==> src/rtl/word_lane_streamer.sv <==
// word_lane_streamer
//   Splits an N-bit word into LANES = N/LANE_W lanes and returns them as
//   OUT_W-bit beats, zero- or sign-extended. Single mode returns the one lane
//   chosen by in_sel. Stream mode returns every lane in turn, starting with
//   the least-significant lane. Both sides use valid/ready handshakes.
//
// Ports
//   clk        rising-edge clock
//   rst        synchronous, active-high reset
//   in_valid   in_word/in_mode/in_sel/in_signed are valid
//   in_ready   a word is accepted this cycle when in_valid is also high
//   in_word    word to split (N bits)
//   in_mode    0 = single lane, 1 = stream all lanes
//   in_sel     1-based lane index, single mode only (SW bits)
//   in_signed  1 = sign-extend, 0 = zero-extend
//   out_valid  out_* fields are valid
//   out_ready  downstream accepts the current beat
//   out_data   extended lane value (OUT_W bits)
//   out_index  1-based lane number, 0 on an error beat (SW bits)
//   out_last   final beat of the current word
//   out_err    single mode with in_sel out of range
module word_lane_streamer #(
  parameter int unsigned N      = 32,
  parameter int unsigned LANE_W = 8,
  parameter int unsigned OUT_W  = 32,
  localparam int unsigned SW    = $clog2(N / LANE_W + 1)
) (
  input  logic              clk,
  input  logic              rst,
  input  logic              in_valid,
  output logic              in_ready,
  input  logic [N-1:0]      in_word,
  input  logic              in_mode,
  input  logic [SW-1:0]     in_sel,
  input  logic              in_signed,
  output logic              out_valid,
  input  logic              out_ready,
  output logic [OUT_W-1:0]  out_data,
  output logic [SW-1:0]     out_index,
  output logic              out_last,
  output logic              out_err
);

  localparam int unsigned LANES = N / LANE_W;

  // Bits above the lane; set together when a negative lane is sign-extended.
  // Evaluates to zero when OUT_W == LANE_W, so the lane then passes through.
  localparam logic [OUT_W-1:0] UPPER_MASK = ~OUT_W'({LANE_W{1'b1}});

  typedef enum logic {
    IDLE,
    EMIT
  } state_t;

  state_t             state_q, state_d;
  logic [N-1:0]       word_q, word_d;
  logic               mode_q, mode_d;
  logic               signed_q, signed_d;
  logic [OUT_W-1:0]   data_q, data_d;
  logic [SW-1:0]      index_q, index_d;
  logic               last_q, last_d;
  logic               err_q, err_d;

  // Lane idx (1-based) of word w; zero for an index with no lane.
  function automatic logic [LANE_W-1:0] pick_lane(input logic [N-1:0] w,
                                                  input logic [SW-1:0] idx);
    logic [LANE_W-1:0] r;
    r = '0;
    for (int unsigned l = 0; l < LANES; l++) begin
      if (idx == SW'(l + 1)) r = w[l*LANE_W +: LANE_W];
    end
    return r;
  endfunction

  function automatic logic [OUT_W-1:0] extend(input logic [LANE_W-1:0] lane,
                                              input logic              sgn);
    logic [OUT_W-1:0] r;
    r = OUT_W'(lane);
    if (sgn && lane[LANE_W-1]) r = r | UPPER_MASK;
    return r;
  endfunction

  logic accept;
  logic take;
  logic sel_ok;

  // First beat of an incoming word, built straight from the input fields so
  // that it can be registered on the accepting edge.
  logic [OUT_W-1:0] first_data;
  logic [SW-1:0]    first_index;
  logic             first_last;
  logic             first_err;

  // Following beat of a word being streamed, built from the captured word.
  logic [SW-1:0]    next_index;
  logic [OUT_W-1:0] next_data;
  logic             next_last;

  assign out_valid = (state_q == EMIT);
  assign out_data  = data_q;
  assign out_index = index_q;
  assign out_last  = last_q;
  assign out_err   = err_q;

  assign take     = out_valid & out_ready;
  // A new word may enter in the same cycle the final beat leaves, which
  // removes the bubble between back-to-back words.
  assign in_ready = !rst && ((state_q == IDLE) || (take && last_q));
  assign accept   = in_valid & in_ready;

  assign sel_ok = (in_sel != '0) && (in_sel <= SW'(LANES));

  always_comb begin
    first_data  = '0;
    first_index = '0;
    first_last  = 1'b1;
    first_err   = 1'b0;
    if (in_mode) begin
      first_index = SW'(1);
      first_data  = extend(pick_lane(in_word, SW'(1)), in_signed);
      first_last  = (LANES == 1);
    end else if (sel_ok) begin
      first_index = in_sel;
      first_data  = extend(pick_lane(in_word, in_sel), in_signed);
    end else begin
      first_err   = 1'b1;
    end
  end

  assign next_index = index_q + SW'(1);
  assign next_data  = extend(pick_lane(word_q, next_index), signed_q);
  assign next_last  = (next_index == SW'(LANES));

  always_comb begin
    state_d  = state_q;
    word_d   = word_q;
    mode_d   = mode_q;
    signed_d = signed_q;
    data_d   = data_q;
    index_d  = index_q;
    last_d   = last_q;
    err_d    = err_q;

    unique case (state_q)
      IDLE: begin
        if (accept) begin
          state_d  = EMIT;
          word_d   = in_word;
          mode_d   = in_mode;
          signed_d = in_signed;
          data_d   = first_data;
          index_d  = first_index;
          last_d   = first_last;
          err_d    = first_err;
        end
      end
      EMIT: begin
        if (take) begin
          if (last_q) begin
            if (accept) begin
              word_d   = in_word;
              mode_d   = in_mode;
              signed_d = in_signed;
              data_d   = first_data;
              index_d  = first_index;
              last_d   = first_last;
              err_d    = first_err;
            end else begin
              state_d = IDLE;
              data_d  = '0;
              index_d = '0;
              last_d  = 1'b0;
              err_d   = 1'b0;
            end
          end else if (mode_q) begin
            data_d  = next_data;
            index_d = next_index;
            last_d  = next_last;
            err_d   = 1'b0;
          end
        end
      end
      default: state_d = IDLE;
    endcase
  end

  always_ff @(posedge clk) begin
    if (rst) begin
      state_q  <= IDLE;
      word_q   <= '0;
      mode_q   <= 1'b0;
      signed_q <= 1'b0;
      data_q   <= '0;
      index_q  <= '0;
      last_q   <= 1'b0;
      err_q    <= 1'b0;
    end else begin
      state_q  <= state_d;
      word_q   <= word_d;
      mode_q   <= mode_d;
      signed_q <= signed_d;
      data_q   <= data_d;
      index_q  <= index_d;
      last_q   <= last_d;
      err_q    <= err_d;
    end
  end

endmodule

==> config.mk <==
export PLATFORM = sky130hd
export DESIGN_NAME = word_lane_streamer
export DESIGN_NICKNAME = d
export VERILOG_FILES = /design/src/rtl/word_lane_streamer.sv
export SDC_FILE = /design/constraint.sdc
export NUM_CORES = 1
export LEC_CHECK = 0
export ABC_AREA = 0
export ABC_CLOCK_PERIOD_IN_PS = 6400
export CAP_MARGIN = 10
export CORE_ASPECT_RATIO = 0.7
export CORE_UTILIZATION = 35
export CTS_CLUSTER_DIAMETER = 150
export DETAILED_ROUTE_END_ITERATION = 8
export SETUP_SLACK_MARGIN = 0.4
export SLEW_MARGIN = 20
export SYNTH_ARGS = -nofsm -noshare
export SYNTH_HDL_FRONTEND = slang
export SYNTH_SLANG_ARGS = --single-unit
==> constraint.sdc <==
create_clock -name clk -period 6.4 [get_ports clk]
set_clock_uncertainty 0.2 [all_clocks]
set_input_delay 1.92 -clock clk [delete_from_list [all_inputs] [get_ports clk]]
set_output_delay 1.92 -clock clk [all_outputs]
set_load 0.005 [all_outputs]
==> results.cfg, run 1 <==
[clock_tree]
cts_tree = done
numClockSinks = 49
clock_latency_ns = 0.28
post_cts_buffers = 0
post_cts_resize_count = 0
cts_root_buf = clkbuf_16
clock_path_buffers = 2
clk_pin_slew_ns = 0.06
htreeDepth = 2
hold_buffers = 0
cts_buffers = 5

[critical_path]
crit_path_end_kind = output pin
cp.required_ns = 4.28
start_kind = input pin
crit_fanout = 7
arrival_ns = 3.28
path_class = in -> out

[timing]
finalHoldViolations = 0
post-route-min-period_ns = 5.40
timing.setup.tns_ns = 0
setup_slack_ns = 0.995
post-route-period-util_pct = 84.4
max_freq_ghz = 0.185
rsz0062_at_grt = false
slew_viol_final = 0
setup_violations = 0
tightest_slew_ns = 0.773
slew_headroom_pct = 48.3

[placement]
place_congestion = 0.832
portBuffers = 79
hpwl_um = 6270
dp_slack_ns = 0.992

[global_route]
grt_max_degree = 47
antenna_found_initial = 0
grt-ovfl-total = 0
grt_pass1_wl_um = 13600
grt_pass1_vias = 2543
track_usage_pct = 19.8

[logic_synthesis]
yosys.cell_types.count = 49
avgSynthCellArea_um2 = 8.05
synth_top_cell_by_area = dfxtp_1
async_flop_share_pct = 0
synth_top_area_share_pct = 33.4
synth_cells = 365
synth_ff_type = dfxtp_1
ys_ff_latch = 49
synth_warnings = 0
synth_edf_count = 0
ys_seq_area_share_pct = 33.4
synth_nets = 413
synth_area_um2 = 2940
synth_area_leaders = dfxtp_1 33%, nand2b_1 7.7%, nand2_1 6.9%, o21ai_0 6.5%, buf_4 5.9%

[die]
die_w_um = 111
start_util_pct = 36.7
coreArea_um2 = 8010
die_area_um2 = 8770
rows = 27
die_y_um = 78.6
io_pins = 80

[power_and_ir_drop]
powerDensity_nw_per_um2 = 204
irDropWorstVdd_mv = 0.115
power.leakage_nw = 1.33

[hold_path]
hold_path_class = reg -> reg

[drt]
dr.pass1.iters = 6
final_antenna_net_count = 0
wirelength_um = 8590
drcViolationCount = 3
wl_per_cell_um = 16.9
route.vias.total = 2709
routed_via_density = 5.32
drt-initial-drc-count = 148

[run_status]
outcome = finished with violations
violations = design-rule violations

[layout]
diodes = 0
nets = 455
fill_cells = 800
syn_to_final_growth_pct = 27.2
drive_above_1_share_pct = 4.66

[run]
drv_cap = 0
per-stage QoR:
| stage | total power, mW | area [µm²] | hold slack, ns | util, % | cells |
|---|---|---|---|---|---|
| after global placement | 0.508 | 3600 | 0.248 | 44.9 | 501 |
| after detailed placement | 0.511 | 3600 | 0.250 | 44.9 | 501 |
| after global routing | 0.799 | 3730 | 0.287 | 46.6 | 509 |
| final | 0.761 | 3730 | 0.257 | 46.6 | 509 |
| after floorplan | 0.437 | 2940 | 0.244 | - | 365 |
| after CTS | 0.765 | 3730 | 0.263 | 46.6 | 509 |
cell usage after synthesis (all sizes together) (6+ instances only):
cell,count
a221o,7
and3,6
a21oi,12
ha,7
nor2b,10
nand3b,6
nand3,7
mux2i,8
dfxtp,49
buf,36
clkbuf,11
nor2,11
nand2b,36
nand2,54
o21ai,40
o211ai,11
inv,9
layout make-up:
| cell class | instances | area [µm²] | area share [%] |
|---|---|---|---|
| multi-input combinational | 260 | 1640 | 44.0 |
| sequential | 49 | 981 | 26.3 |
| timing repair buffer | 82 | 813 | 21.8 |
| clock buffer | 6 | 129 | 3.45 |
| tap | 101 | 126 | 3.38 |
| inverter | 9 | 33.8 | 0.905 |
| clock inverter | 2 | 10.0 | 0.268 |
kinds of logic (layout without fill, tap and decap cells):
logic type,after synthesis,in the layout,synth area share (%)
AND/OR/NAND/NOR,145,145,27.0
AO/OA/AOI/OAI,99,99,22.6
buffers and inverters,56,99,10.9
flip-flops,49,49,33.4
multiplexers,9,9,3.11
adder cells (fa/ha/maj),7,7,2.98
report_power, final:
group	total, mW	internal [mW]	switching [mW]
registers	0.344	0.327	0.0167
logic	0.161	0.0795	0.0816
clock network	0.256	0.144	0.112
total	0.761	0.550	0.211
sequential cells by signal (all words and copies together), names as in the netlist:
signal / cells
mode_q: 1
word_q: 32
out_valid: 1
out_last: 1
signed_q: 1
out_err: 1
out_index: 3
out_data: 9
layer usage:
layer  global-route usage [%]  part of all wire, %
met1                     28.0                   49
met3                     5.17                  7.5
met2                     30.4                   43
met5                        0                    0
met4                     3.11                 0.47
path summary, 6_finish.rpt:
kind,startpoint,cells past startpoint,to,slack (ns)
hold reg to reg,out_data[5],2,out_data[5],0.26
hold / removal,out_data[5],2,out_data[5],0.26
setup / recovery,out_ready,4,in_ready,1.0
setup reg to reg,out_index[0],6,out_data[1],3.95
placed cells by master (no fill, tap or decap), types with 3 or more instances in the layout:
cell type,instances
buf_4,3
a221oi_1,4
o32ai_1,3
clkdlybuf4s50_1,79
and3_1,6
nor4bb_1,4
nand3_1,7
a221o_1,7
clkbuf_16,5
nor3_1,3
nor2_1,9
a21oi_1,11
dfxtp_1,49
nor2b_1,10
nand2_1,54
nand3b_1,6
o211ai_1,11
o21ai_0,38
mux2i_1,8
o31ai_1,4
nand2b_1,36
inv_1,9
a211oi_1,4
ha_1,7
worst max-delay path: stages:
cell and delay [ns]:
clkdlybuf4s50_1 0.61, a21boi_2 0.13, nor2_1 0.12, clkdlybuf4s50_1 0.50
(Power assumes the default switching activity.)
==> run 2, diff against run 1 <==
- ABC_CLOCK_PERIOD_IN_PS: 6400 -> 4800
- clock period: 6.4 -> 4.8 ns (I/O delays scaled with it)
==> run 2 against run 1 <==
  * The flow still finishes with violations (design-rule violations)
  * Hold slack better by 0.0062 ns
  * Critical path depth unchanged
  * Clock-buffer cell count up 2
  * Register-to-register slack worse by 1.6 ns
  * Sequential share of layout area about the same
  * Sequential cell count unchanged
  * First-iteration DRC count up 57%
  * Total power up 34%
  * Final area up 0.10%
  * Global-route usage up 0.26 points
  * Critical endpoint unchanged
  * Largest power group unchanged
==> results.cfg, run 2 (synthesized netlist as in run 1, its figures left out) <==
[critical_path]
path_class = in -> out
max_stage_delay_ns = 0.51
start_kind = input pin
r2r_setup_slack_ns = 2.40
cp.required_ns = 3.16
path_cells = dlygate4sd2_1, a21boi_2, nor2_1, clkdlybuf4s50_1
crit_path_end_kind = output pin
startpoint = out_ready
rr_startpoint = out_index[0]
ff2ff_path_depth = 6
crit_fanout = 7
arrival_ns = 2.54
reg2reg_to = out_data[2]
crit_slowest_cell = clkdlybuf4s50_1

[power_and_ir_drop]
irDropWorstVdd_mv = 0.103
power.leakage_nw = 1.33
powerDensity_nw_per_um2 = 272

[timing]
rsz0062_at_grt = false
setup_violations = 0
post-route-period-util_pct = 87.2
timing.setup.tns_ns = 0
slew_headroom_pct = 45.8
max_freq_ghz = 0.239
tightest_slew_ns = 0.811
post-route-min-period_ns = 4.18
finalHoldViolations = 0
slew_viol_final = 0

[placement]
hpwl_um = 6180
place_congestion = 0.814
placed_area_um2 = 3600
portBuffers = 79

[layout]
diodes = 0
final_cell_mix = 78 x clkdlybuf4s50_1, 54 x nand2_1, 49 x dfxtp_1
fin_util_pct = 46.7
layout_commonest_cell = clkdlybuf4s50_1
largest_reg_flops = 32
syn_to_final_growth_pct = 27.3
drive_above_1_share_pct = 4.40
fin_area_um2 = 3740
top_register = word_q
nets = 456

[clock_tree]
cts_tree = done
clk_pin_slew_ns = 0.06
cts_buffers = 5
cts_root_buf = clkbuf_16
clock_path_buffers = 2
clock_latency_ns = 0.29
post_cts_buffers = 0
numClockSinks = 49
htreeDepth = 2

[die]
coreArea_um2 = 8010
io_pins = 80
start_util_pct = 36.7
die_area_um2 = 8770
die_w_um = 111
die_y_um = 78.6
rows = 27

[drt]
wl_per_cell_um = 16.9
drcViolationCount = 3
route.vias.total = 2686
dr.pass1.iters = 6
final_antenna_net_count = 0
wirelength_um = 8610
drt-initial-drc-count = 233
routed_via_density = 5.27

[run]
drv_cap = 0

[global_route]
grt_pass1_vias = 2561
grt-ovfl-total = 0
antenna_found_initial = 0
track_usage_pct = 20.0
grt_pass1_wl_um = 13500
grt_max_degree = 47

[hold_path]
holdPathStages = 2
whs_endpoint = out_data[5]
min_from = out_data[5]
hold_path_class = reg -> reg

[run_status]
outcome = finished with violations
violations = design-rule violations
-- run 2: changes by cell type in the layout (fill, tap and decap cells not counted) --
| cell | previous run | this run |
|---|---|---|
| clkbuf_1 | 1 | 3 |
| clkinv_2 | 2 | 0 |
| buf_4 | 3 | 4 |
| clkdlybuf4s50_1 | 79 | 78 |
| dlygate4sd2_1 | 0 | 1 |
-- run 2: stage by stage --
stage                     std cells  hold WS, ns  total power [mW]  setup slack [ns]
after detailed placement        502        0.254             0.680             0.347
after CTS                       510        0.267              1.02             0.618
after global routing            510        0.289              1.06             0.558
after floorplan                 365        0.244             0.583             0.991
final                           510        0.263              1.02             0.617
after global placement          502        0.248             0.678             0.384
-- run 2: repair_timing --
action / CTS / global route
gates resized for setup: 1 / 0
endpoints found under the setup margin: 1 / 0
hold buffers: 0 / 0
-- run 2: final cells by class --
cell class | count | area (µm²)
Fill cell | 790 | 4270
Sequential cell | 49 | 981
Multi-Input combinational cell | 260 | 1640
Clock buffer | 8 | 136
Tap cell | 101 | 126
Inverter | 9 | 33.8
Timing Repair Buffer | 83 | 820
-- run 2: critical path, delay by kind of cell --
kind / cells / cell delay, ns
simple gates: 1 / 0.13
compound gates: 1 / 0.13
buf+inv: 2 / 0.85
-- run 2: worst max path at each step --
stage               endpoint  slack [ns]  depth (start not counted)
floorplan           in_ready        0.99                          4
global route        in_ready        0.56                          4
CTS                 in_ready        0.62                          4
detailed placement  in_ready        0.35                          4
finish              in_ready        0.62                          4
global placement    in_ready        0.38                          4
-- run 2: layer usage --
layer  up-vias  global-route usage, %  wire length (µm)
met3         7                   4.09               521
met1      1252                   28.6              4390
met4         0                   5.54                59
met5         -                      0                 0
met2        73                   30.3              3640
li1       1354                      -                 -
-- run 2: report_power, final --
part | switching [mW] | leakage (nW) | total, mW | internal, mW
logic | 0.108 | 0.860 | 0.214 | 0.106
registers | 0.0226 | 0.403 | 0.459 | 0.436
clock network | 0.150 | 0.0652 | 0.344 | 0.194
==> run 3, diff against run 2 <==
- ABC_CLOCK_PERIOD_IN_PS: 4800 -> 4300
- CORE_ASPECT_RATIO: 0.7 -> 1.75
- clock period: 4.8 -> 4.3 ns (I/O delays scaled with it)
==> run 3 against run 2 <==
  * Hold slack got worse by 0.010 ns
  * First-iteration DRC count is 28% lower
  * Clock-buffer cell count down 1
  * Utilization up 0.19 points
  * The run still ends with design-rule violations left
  * Register-to-register slack worse by 0.62 ns
  * Via count is 2.4% higher
  * Setup slack got worse by 0.11 ns
  * Sequential power up 11%
  * Critical path type unchanged
  * Sequential share of layout area decreased by 0.14 points
  * Critical path depth is the same
==> results.cfg, run 3 (synthesized netlist as in run 1, its figures left out) <==
[clock_tree]
cts_root_buf = clkbuf_16
cts_buffers = 5
clock_latency_ns = 0.29
numClockSinks = 49
clock_path_buffers = 2
clk_pin_slew_ns = 0.06
cts_tree = done
post_cts_buffers = 0
htreeDepth = 2

[drt]
final_antenna_net_count = 0
dr.pass1.iters = 7
wl_per_cell_um = 17.6
route.vias.total = 2750
drt-initial-drc-count = 167
drcViolationCount = 9
routed_via_density = 5.50
wirelength_um = 8800

[layout]
largest_reg_flops = 32
final_cell_mix = 78 x clkdlybuf4s50_1, 54 x nand2_1, 49 x dfxtp_1
layout_commonest_cell = clkdlybuf4s50_1
nets = 458
fin_util_pct = 46.9
drive_above_1_share_pct = 5.12
diodes = 0
syn_to_final_growth_pct = 28.0
top_register = word_q

[critical_path]
path_class = in -> out
ff2ff_path_depth = 6
crit_slowest_cell = clkdlybuf4s50_1
cp.required_ns = 2.81
r2r_setup_slack_ns = 1.78
crit_fanout = 3
path_cells = dlygate4sd2_1, a21boi_2, nor2_1, clkdlybuf4s50_1
startpoint = out_ready
max_stage_delay_ns = 0.44
crit_buf_inv = 2
reg2reg_to = out_data[3]
crit_path_end_kind = output pin
path_delay_family = buffers and inverters
cp.depth = 4
arrival_ns = 2.30
rr_startpoint = out_index[0]
start_kind = input pin
crit_path_end = in_ready

[die]
die_y_um = 123
start_util_pct = 36.6
coreArea_um2 = 8020
die_area_um2 = 8770
io_pins = 80
die_w_um = 71.2
rows = 43

[run_status]
violations = design-rule violations
outcome = finished with violations

[global_route]
grt_pass1_vias = 2591
track_usage_pct = 20.6
grt_max_degree = 47
antenna_found_initial = 0
grt-ovfl-total = 0
grt_pass1_wl_um = 13500

[placement]
place_congestion = 0.847
hpwl_um = 6380
portBuffers = 79

[timing]
slew_headroom_pct = 46.0
setup_violations = 0
post-route-min-period_ns = 3.79
finalHoldViolations = 0
slew_viol_final = 0
timing.setup.tns_ns = 0
post-route-period-util_pct = 88.2
max_freq_ghz = 0.264
rsz0062_at_grt = false
tightest_slew_ns = 0.805

[power_and_ir_drop]
powerDensity_nw_per_um2 = 307
irDropWorstVdd_mv = 0.199
power.leakage_nw = 1.35

[hold_path]
hold_path_class = reg -> reg
holdPathStages = 2

[run]
drv_cap = 0
[run 3: worst min-delay path by stage]
stage                     start           to  slack (ns)
detailed placement  out_data[0]  out_data[0]        0.24
CTS                 out_data[0]  out_data[0]        0.26
global placement    out_data[0]  out_data[0]        0.24
floorplan            word_q[22]   word_q[22]        0.24
global route        out_data[5]  out_data[5]        0.28
finish              out_data[0]  out_data[0]        0.25
[run 3: timing repair]
action	4_1_cts	5_1_grt
hold buffers	0	0
gates resized for setup	1	0
endpoints found under the hold margin	0	0
endpoints found under the setup margin	1	0
[run 3: metal layers]
layer  vias up  part of all wire [%]  track usage, %
met2        80                    54            39.0
met5         -                     0               0
li1       1358                     -               -
met4         0                   3.5            11.5
met1      1294                    38            21.2
met3        18                   3.7            3.18
[run 3: power by group]
group          switching [mW]  internal [mW]
clock network           0.168          0.229
registers              0.0246          0.487
logic                   0.123          0.121
total                   0.316          0.837
[run 3: area by class of cell]
cell class                      count  area, µm²
Clock buffer                        7        143
Fill cell                         812       4260
Multi-Input combinational cell    260       1640
Inverter                            9       33.8
Sequential cell                    49        981
Timing Repair Buffer               85        847
Tap cell                           90        113
[run 3: tightest hold or removal path, stage by stage, from the launching register on]
cell and delay [ns]:
dfxtp_1 0.32, nand2_1 0.05, o31ai_1 0.05
[run 3: stage by stage]
| step | instances | hold slack (ns) | power [mW] | worst slack, ns | area, µm² |
|---|---|---|---|---|---|
| finish | 500 | 0.252 | 1.15 | 0.508 | 3760 |
| global route | 500 | 0.277 | 1.20 | 0.463 | 3760 |
| CTS | 500 | 0.255 | 1.16 | 0.499 | 3760 |
| detailed placement | 493 | 0.240 | 0.765 | 0.300 | 3620 |
| global placement | 493 | 0.236 | 0.762 | 0.324 | 3620 |
| floorplan | 365 | 0.244 | 0.651 | 0.791 | 2940 |
